File: config.mk
export PLATFORM = sky130hd
export DESIGN_NAME = rmii_rx_deframer
export DESIGN_NICKNAME = d
export VERILOG_FILES = /design/src/rtl/rmii_rx_deframer_pkg.sv /design/src/rtl/rmii_rx_deframer_crc32.sv /design/src/rtl/rmii_rx_deframer.sv
export SDC_FILE = /design/constraint.sdc
export NUM_CORES = 1
export LEC_CHECK = 0
export CORE_ASPECT_RATIO = 1.5
export CORE_MARGIN = 10
export CORE_UTILIZATION = 55
export DETAILED_ROUTE_END_ITERATION = 16
export GPL_ROUTABILITY_DRIVEN = 0
export PLACE_DENSITY = 0.73
export RECOVER_POWER = 100
export SYNTH_ARGS = -nofsm -noshare
export SYNTH_HDL_FRONTEND = slang
export SYNTH_SLANG_ARGS = --single-unit
File: constraint.sdc
create_clock -name clk -period 4.7 [get_ports clk]
set_input_delay 0.47 -clock clk [delete_from_list [all_inputs] [get_ports clk]]
set_output_delay 0.47 -clock clk [all_outputs]
set_load 0.01 [all_outputs]
File: src/rtl/rmii_rx_deframer_pkg.sv
// rmii_rx_deframer_pkg: shared Ethernet constants, FSM state type and the CRC-32 step.
// Latency: n/a (declarations only).
// Backpressure: n/a.
package rmii_rx_deframer_pkg;

  // Ethernet field lengths in bytes.
  localparam int ETH_MAC_LEN      = 6;
  localparam int ETH_CRC_LEN      = 4;
  localparam int ETH_PREAMBLE_LEN = 7;

  // Reflected CRC-32 polynomial, and the register value left behind after
  // running the CRC over a frame body that ends in a correct FCS.
  localparam logic [31:0] CRC_POLY    = 32'hEDB88320;
  localparam logic [31:0] CRC_RESIDUE = 32'hDEBB20E3;

  typedef enum logic [2:0] {
    IDLE,
    PREAMBLE,
    BODY,
    DROP,
    END
  } rx_state_t;

  // Advance the reflected CRC register by one dibit. d[0] is the earlier bit on
  // the wire, so it is consumed first.
  function automatic logic [31:0] crc32_dibit(input logic [31:0] crc, input logic [1:0] d);
    logic [31:0] c;
    c = crc;
    for (int i = 0; i < 2; i++) begin
      c = (c >> 1) ^ (((c[0] ^ d[i]) == 1'b1) ? CRC_POLY : 32'h0);
    end
    return c;
  endfunction

endpackage

File: src/rtl/rmii_rx_deframer_crc32.sv
// rmii_rx_deframer_crc32: reflected CRC-32 accumulator, 2 bits per enabled clock, LSB first.
// Latency: out reflects a dibit on the cycle after inclk samples it.
// Backpressure: none; inclk is a plain enable.
// Ports: clk; rst (async, active high, loads all ones); inclk (consume in);
// shift (drain register two bits at a time instead of accumulating);
// in (data dibit); out (complemented register, i.e. the FCS value).
module rmii_rx_deframer_crc32
  import rmii_rx_deframer_pkg::*;
(
  input  logic        clk,
  input  logic        rst,
  input  logic        inclk,
  input  logic        shift,
  input  logic [1:0]  in,
  output logic [31:0] out
);

  logic [31:0] crc;

  always_ff @(posedge clk or posedge rst) begin
    if (rst) begin
      crc <= '1;
    end else if (inclk) begin
      crc <= shift ? {2'b11, crc[31:2]} : crc32_dibit(crc, in);
    end
  end

  assign out = ~crc;

endmodule

File: src/rtl/rmii_rx_deframer.sv
// rmii_rx_deframer: strips RMII preamble/SFD, streams the frame body and flags length/FCS status.
// Latency: rxd -> out 1 cycle; done/err/fcs_ok appear 2 cycles after crs_dv falls.
// Backpressure: none; the RMII line cannot be stalled, so outclk is a pure valid.
// Ports: clk; rst (async, active high); crs_dv/rxd (RMII receive);
// outclk/out (body dibit stream, MAC dst through FCS);
// done/fcs_ok/err (end-of-frame status; err also pulses alone on a bad preamble).
module rmii_rx_deframer
  import rmii_rx_deframer_pkg::*;
#(
  parameter int MIN_PREAMBLE_DIBITS = 8,
  parameter int MIN_BODY_DIBITS     = 256,
  parameter int MAX_BODY_DIBITS     = 6072
) (
  input  logic       clk,
  input  logic       rst,
  input  logic       crs_dv,
  input  logic [1:0] rxd,
  output logic       outclk,
  output logic [1:0] out,
  output logic       done,
  output logic       fcs_ok,
  output logic       err
);

  localparam logic [5:0]  MIN_PRE  = 6'(MIN_PREAMBLE_DIBITS);
  localparam logic [12:0] MIN_BODY = 13'(MIN_BODY_DIBITS);
  localparam logic [12:0] MAX_BODY = 13'(MAX_BODY_DIBITS);

  rx_state_t   state;
  logic        crs_q;
  logic [1:0]  rxd_q;
  logic [5:0]  pcnt;
  logic [12:0] bcnt;
  logic        done_q;
  logic        err_q;
  logic        fcs_ok_q;
  logic [31:0] crc_out;
  logic        sfd;
  logic        body_at_max;
  logic        len_bad;
  logic        crc_rst;
  logic        crc_inclk;

  // All decode terms come straight from flops, so sfd is clean enough to use
  // as the CRC's reload: the register holds all ones on the first body dibit.
  assign sfd         = (state == PREAMBLE) && crs_q && (rxd_q == 2'b11) && (pcnt >= MIN_PRE);
  assign body_at_max = (bcnt == MAX_BODY);
  assign len_bad     = (bcnt < MIN_BODY) || (bcnt[1:0] != 2'b00);
  assign crc_rst     = rst | sfd;
  assign crc_inclk   = (state == BODY) && crs_q;

  // outclk is decoded from the same cycle's registered inputs so that it lines
  // up with out, which is the registered dibit itself.
  assign outclk = (state == BODY) && crs_q && !body_at_max;
  assign out    = rxd_q;
  assign done   = done_q;
  assign err    = err_q;
  assign fcs_ok = fcs_ok_q;

  rmii_rx_deframer_crc32 u_crc32 (
    .clk   (clk),
    .rst   (crc_rst),
    .inclk (crc_inclk),
    .shift (1'b0),
    .in    (rxd_q),
    .out   (crc_out)
  );

  always_ff @(posedge clk or posedge rst) begin
    if (rst) begin
      crs_q    <= 1'b0;
      rxd_q    <= 2'b00;
      state    <= IDLE;
      pcnt     <= '0;
      bcnt     <= '0;
      done_q   <= 1'b0;
      err_q    <= 1'b0;
      fcs_ok_q <= 1'b0;
    end else begin
      crs_q    <= crs_dv;
      rxd_q    <= rxd;
      done_q   <= 1'b0;
      err_q    <= 1'b0;
      fcs_ok_q <= 1'b0;
      case (state)
        IDLE: begin
          if (crs_q) begin
            if (rxd_q == 2'b01) begin
              state <= PREAMBLE;
              pcnt  <= 6'd1;
            end else begin
              state <= DROP;
            end
          end
        end
        PREAMBLE: begin
          if (!crs_q) begin
            err_q <= 1'b1;
            state <= IDLE;
          end else if (rxd_q == 2'b01) begin
            if (pcnt != 6'd63) pcnt <= pcnt + 6'd1;
          end else if (sfd) begin
            state <= BODY;
            bcnt  <= '0;
          end else begin
            // Stray dibit or an SFD that came too early.
            err_q <= 1'b1;
            state <= DROP;
          end
        end
        BODY: begin
          if (!crs_q) begin
            // Status is latched here so it is presented during the END cycle.
            state    <= END;
            done_q   <= 1'b1;
            err_q    <= len_bad;
            fcs_ok_q <= !len_bad && (~crc_out == CRC_RESIDUE);
          end else if (body_at_max) begin
            state  <= DROP;
            done_q <= 1'b1;
            err_q  <= 1'b1;
          end else begin
            bcnt <= bcnt + 13'd1;
          end
        end
        DROP: begin
          if (!crs_q) state <= IDLE;
        end
        END: begin
          state <= IDLE;
        end
        default: begin
          state <= IDLE;
        end
      endcase
    end
  end

endmodule

[Word level (Yosys, flattened, before mapping)]
Index checks and enable logic that the tools add are counted.
Word-level totals
  bits in registers: 60
  bits in latches: 0
  bits in writable memories: 0
  memory bits (read-only): 0
  bits of input ports: 5
  word-level logic and storage cells: 89
  memories kept: 0
Operators by class
  add/sub/neg operators: 2
  $mul: 0
  div/mod/pow operators: 0
  magnitude comparators: 2
  equality and inequality tests: 20
  shift operators: 0
  muxes and demuxes: 33
  bitwise operators: 7
  reductions and logical operators: 16
Operators with widths (number)
  $mux W13: 5
  $mux W32: 2
  $not A32 Y32: 2
  $xor A31 B32 Y32: 2
  $eq A32 B32 Y1 const B: 1
  $mux W6: 5
  $pmux W13 S2: 1
  $mux W3: 6
  $ne A2 B2 Y1 const B: 8
  $add A13 B1 Y13 const B: 1
  $eq A13 B13 Y1 const B: 1
  $lt A13 B9 Y1 const B: 1
  $pmux W3 S4: 1
  $pmux W6 S2: 1
  $reduce_and A6 Y1: 2
  $mux W1: 10
  $add A6 B1 Y6 const B: 1
  $eq A3 B2 Y1 const B: 2
  $ge A6 B4 Y1 const B: 1
  $logic_and A1 B1 Y1: 6
  $ne A3 B3 Y1 const B: 2
  $ne A6 B6 Y1 const B: 1
  $reduce_bool A2 Y1: 3
  $ne A2 B1 Y1 const B: 2
  11 further kinds: 13

[Depth between registers and ports, before layout]
  depth in word-level cells: 8
  gate-level depth with buffers: 6
  gate-level depth less buffers: 6

[Cells and area by module]
A second synthesis with hierarchy kept.
Unflattened totals
  cells, all modules: 337
  area, all modules: 3256.9 µm²
Modules (own cells, without submodules)
  rmii_rx_deframer: instances 1, cells an instance 168, area each 1724.2 µm², sequential area each 700.7 µm²
  rmii_rx_deframer_crc32: instances 1, cells an instance 169, area each 1532.7 µm², sequential area each 840.8 µm²

[Worst setup path after synthesis]
No wires, ideal clock.
  kind: register to output
  start: reg bcnt[0]
  end: out outclk
  data arrival time: 1.344 ns
  path slack: 2.886 ns
  stages on the path, launching flop included: 5
  path buffers: 0
  cells stage by stage: dfrtp_1 > inv_1 > ha_1 > and4bb_2 > a31oi_1
On the way
  word-level cells in the longest chain between the ends: 3
RTL lines
  start, declared: RTL line rmii_rx_deframer.sv:33  | logic [12:0] bcnt;
  start signal, assigned: RTL line rmii_rx_deframer.sv:123  | bcnt <= bcnt + 13'd1;
  $eq A13 B13 Y1: RTL line rmii_rx_deframer.sv:47  | assign body_at_max = (bcnt == MAX_BODY);
  $logic_not A1 Y1: RTL line rmii_rx_deframer.sv:54  | assign outclk = (state == BODY) && crs_q && !body_at_max;
  $logic_and A1 B1 Y1: RTL line rmii_rx_deframer.sv:54
  end, declared: RTL line rmii_rx_deframer.sv:18  | output logic outclk,
Every way passes these cells.

==> flow_summary.json <==
{
  "status": "finished with violations",
  "violations": "max-capacitance violations, max-slew violations",
  "grt_pass1_wl_um": 10100,
  "h-tree-depth": 3,
  "crit_path_end_kind": "async pin",
  "synth_compound_area_frac": 0.143,
  "netlist.area_leader.share": 0.275,
  "synth_area_um2": 3060,
  "start_kind": "flop",
  "worstHoldPathType": "reg -> reg",
  "cts.sinks": 60,
  "io_buffers": 10,
  "tightest_slew_ns": 3.05,
  "leakage_uw": 0.00140,
  "drtPass1Iterations": 4,
  "cts-buffers-inserted": 9,
  "cts_root_buffer": "clkbuf_8",
  "finalPower_uw": 2020,
  "clock_latency_ns": 0.35,
  "drt_wl_total_um": 5920,
  "path_cells": "nor3_1 > nor2b_1 > a41oi_1",
  "hold_viol_final": 0,
  "grt_usage": 0.142,
  "power.density_nw_per_um2": 593,
  "critPathMaxStageDelay_ns": 2.34,
  "core_um2": 5450,
  "fin_nets": 299,
  "crit_buf_inv": 0,
  "rsz0062_at_grt": "no",
  "dpl.hpwl_um": 3970,
  "synth.mux.area_fraction": 0.0479,
  "relSlewSlack": -1.06,
  "drtIter0Drc": 233,
  "ctsResizeCount": 0,
  "hold_buffers": 0,
  "path_class": "reg -> async",
  "die_h_um": 111,
  "timing.max_cap.violations": 1,
  "grt_start_max_net_pins": 60,
  "path_max_fanout": 32,
  "start_util": 0.561,
  "rows": 33,
  "fin_setup_tns_ns": 0,
  "ant_nets": 0,
  "synthTopCellsByArea": "dfstp_2 (28%), dfrtp_1 (23%), xnor2_1 (5.7%)",
  "crit_arrival_ns": 3.71,
  "path_delay_family": "compound AO/OA/AOI/OAI gates",
  "yosysTopAreaCell": "dfstp_2",
  "boundaryPins": 11,
  "ys.flop_type": "dfstp_2",
  "cts_tree": "yes",
  "grt_pass1_vias": 2123,
  "drc": 0,
  "dr_total_vias": 2121,
  "grt_overflow_total": 0,
  "area.growth.synth_to_final_pct": 11.1,
  "synth_edf_count": 0,
  "period_share": 0.686,
  "final.min_clock_period_ns": 3.22,
  "synthSimpleGateAreaFrac": 0.179,
  "synthAdderAreaFrac": 0.0164,
  "dieArea_um2": 9000,
  "finalSetupViolations": 0,
  "antenna_found_initial": 0,
  "syn_nets": 291,
  "synth-seq-cells": 60,
  "synth_top_family_by_area": "simple AND/OR/NAND/NOR gates",
  "clock.fmax_mhz": 310,
  "drv_slew": 33,
  "crit_required_ns": 5.18,
  "synthArstFlopShare": 1.00,
  "layout-drive-gt1-share": 0.220,
  "clk_pin_slew_worst_paths_ns": 0.07,
  "drt-vias-per-instance": 5.81,
  "vdd_drop_max_mv": 0.384,
  "cts_setup_buffers": 0,
  "syn_area_per_cell_um2": 10.8,
  "yosysUniqueCellTypes": 52,
  "synth_cells": 282,
  "crit_slowest_cell": "a41oi_1",
  "die_w_um": 80.9,
  "diodes": 0,
  "fin_skew_ns": 0.0116,
  "ys_seq_area_frac": 0.504,
  "clockBufferDepth": 2,
  "synth-warning-count": 0,
  "wire_per_inst_um": 16.2,
  "synth_xor_area_frac": 0.0843
}
[layer usage]
layer | GRT usage | wire [um] | vias up
met5 | 0 | 0 | -
met4 | 0.0765 | 172 | 0
met3 | 0.0406 | 177 | 13
met2 | 0.228 | 3010 | 27
met1 | 0.164 | 2560 | 1037
li1 | - | - | 1044
[area by class of cell]
type | instances | area [um^2]
fill | 446 | 2050
sequential | 60 | 1540
multi-input combinational | 202 | 1390
clock buffer | 12 | 155
timing repair buffer | 11 | 108
clock inverter | 4 | 95.1
tap | 70 | 87.6
inverter | 6 | 22.5
[power breakdown]
part           internal [uW]  switching (uW)
registers                774             159
clock network            381             204
logic                    262             236
total                   1420             599
[worst reg2reg max path, delay by kind of cell (launching register included)]
kind	cells	cell delay, ns
AO/OA/AOI/OAI	1	2.34
flip-flops	1	0.40
AND/OR/NAND/NOR	2	0.61
[worst paths after layout]
check | slack, ns | cells past startpoint | start | end
min in group asynchronous | 0.85 | 2 | rst | out[0]
setup / recovery | 1.48 | 3 | pcnt[4] | u_crc32.crc[16]
max in group clk | 1.59 | 4 | state[0] | outclk
hold / removal | 0.49 | 2 | u_crc32.crc[20] | u_crc32.crc[20]
hold reg to reg | 0.49 | 2 | u_crc32.crc[20] | u_crc32.crc[20]
setup reg to reg | 1.48 | 3 | pcnt[4] | u_crc32.crc[16]
[per-stage QoR]
stage / hold WS, ns / cells / area [um^2] / util / setup WS, ns
6_report: 0.486 / 365 / 3400 / 0.623 / 1.48
4_1_cts: 0.477 / 365 / 3470 / 0.637 / 1.64
2_1_floorplan: 0.448 / 282 / 3060 / - / 2.22
3_3_place_gp: 0.464 / 349 / 3220 / 0.591 / 2.04
3_5_place_dp: 0.468 / 349 / 3220 / 0.591 / 2.02
5_1_grt: 0.498 / 365 / 3400 / 0.623 / 1.12
[state kept, by name, indices dropped and copies added, names as in the netlist, 2 cells and up]
register / cells
u_crc32.crc: 32
bcnt: 13
pcnt: 6
state: 3
out: 2
[kinds of logic after synthesis]
| group | Yosys count |
|---|---|
| xor+xnor | 23 |
| compound gates | 65 |
| mux | 13 |
| buf+inv | 20 |
| simple gates | 97 |
| flops | 60 |
| fa+ha+maj | 4 |
[Yosys cell counts (all sizes together) (5+ instances only)]
cell / number
xnor2: 20
a31oi: 5
nor2b: 6
mux2: 13
nor2: 8
inv: 6
o31ai: 10
nand3: 9
a21oi: 6
nand4: 5
clkbuf: 12
o21ai: 27
dfrtp: 28
dfstp: 32
nand2: 31
and3: 7
[cell usage in the layout, fill, tap and decap left out, drive strengths merged, types with 5 or more instances in the layout]
cell | Yosys | final
dfstp | 32 | 32
nand2 | 31 | 31
dfrtp | 28 | 28
o21ai | 27 | 27
xnor2 | 20 | 20
mux2 | 13 | 13
clkbuf | 12 | 12
o31ai | 10 | 10
dlygate4sd3 | 0 | 10
nand3 | 9 | 9
nor2 | 8 | 8
and3 | 7 | 7
nor2b | 6 | 6
a21oi | 6 | 6
inv | 6 | 6
a31oi | 5 | 5
nand4 | 5 | 5
No activity file was read; power rests on OpenSTA's default activity.
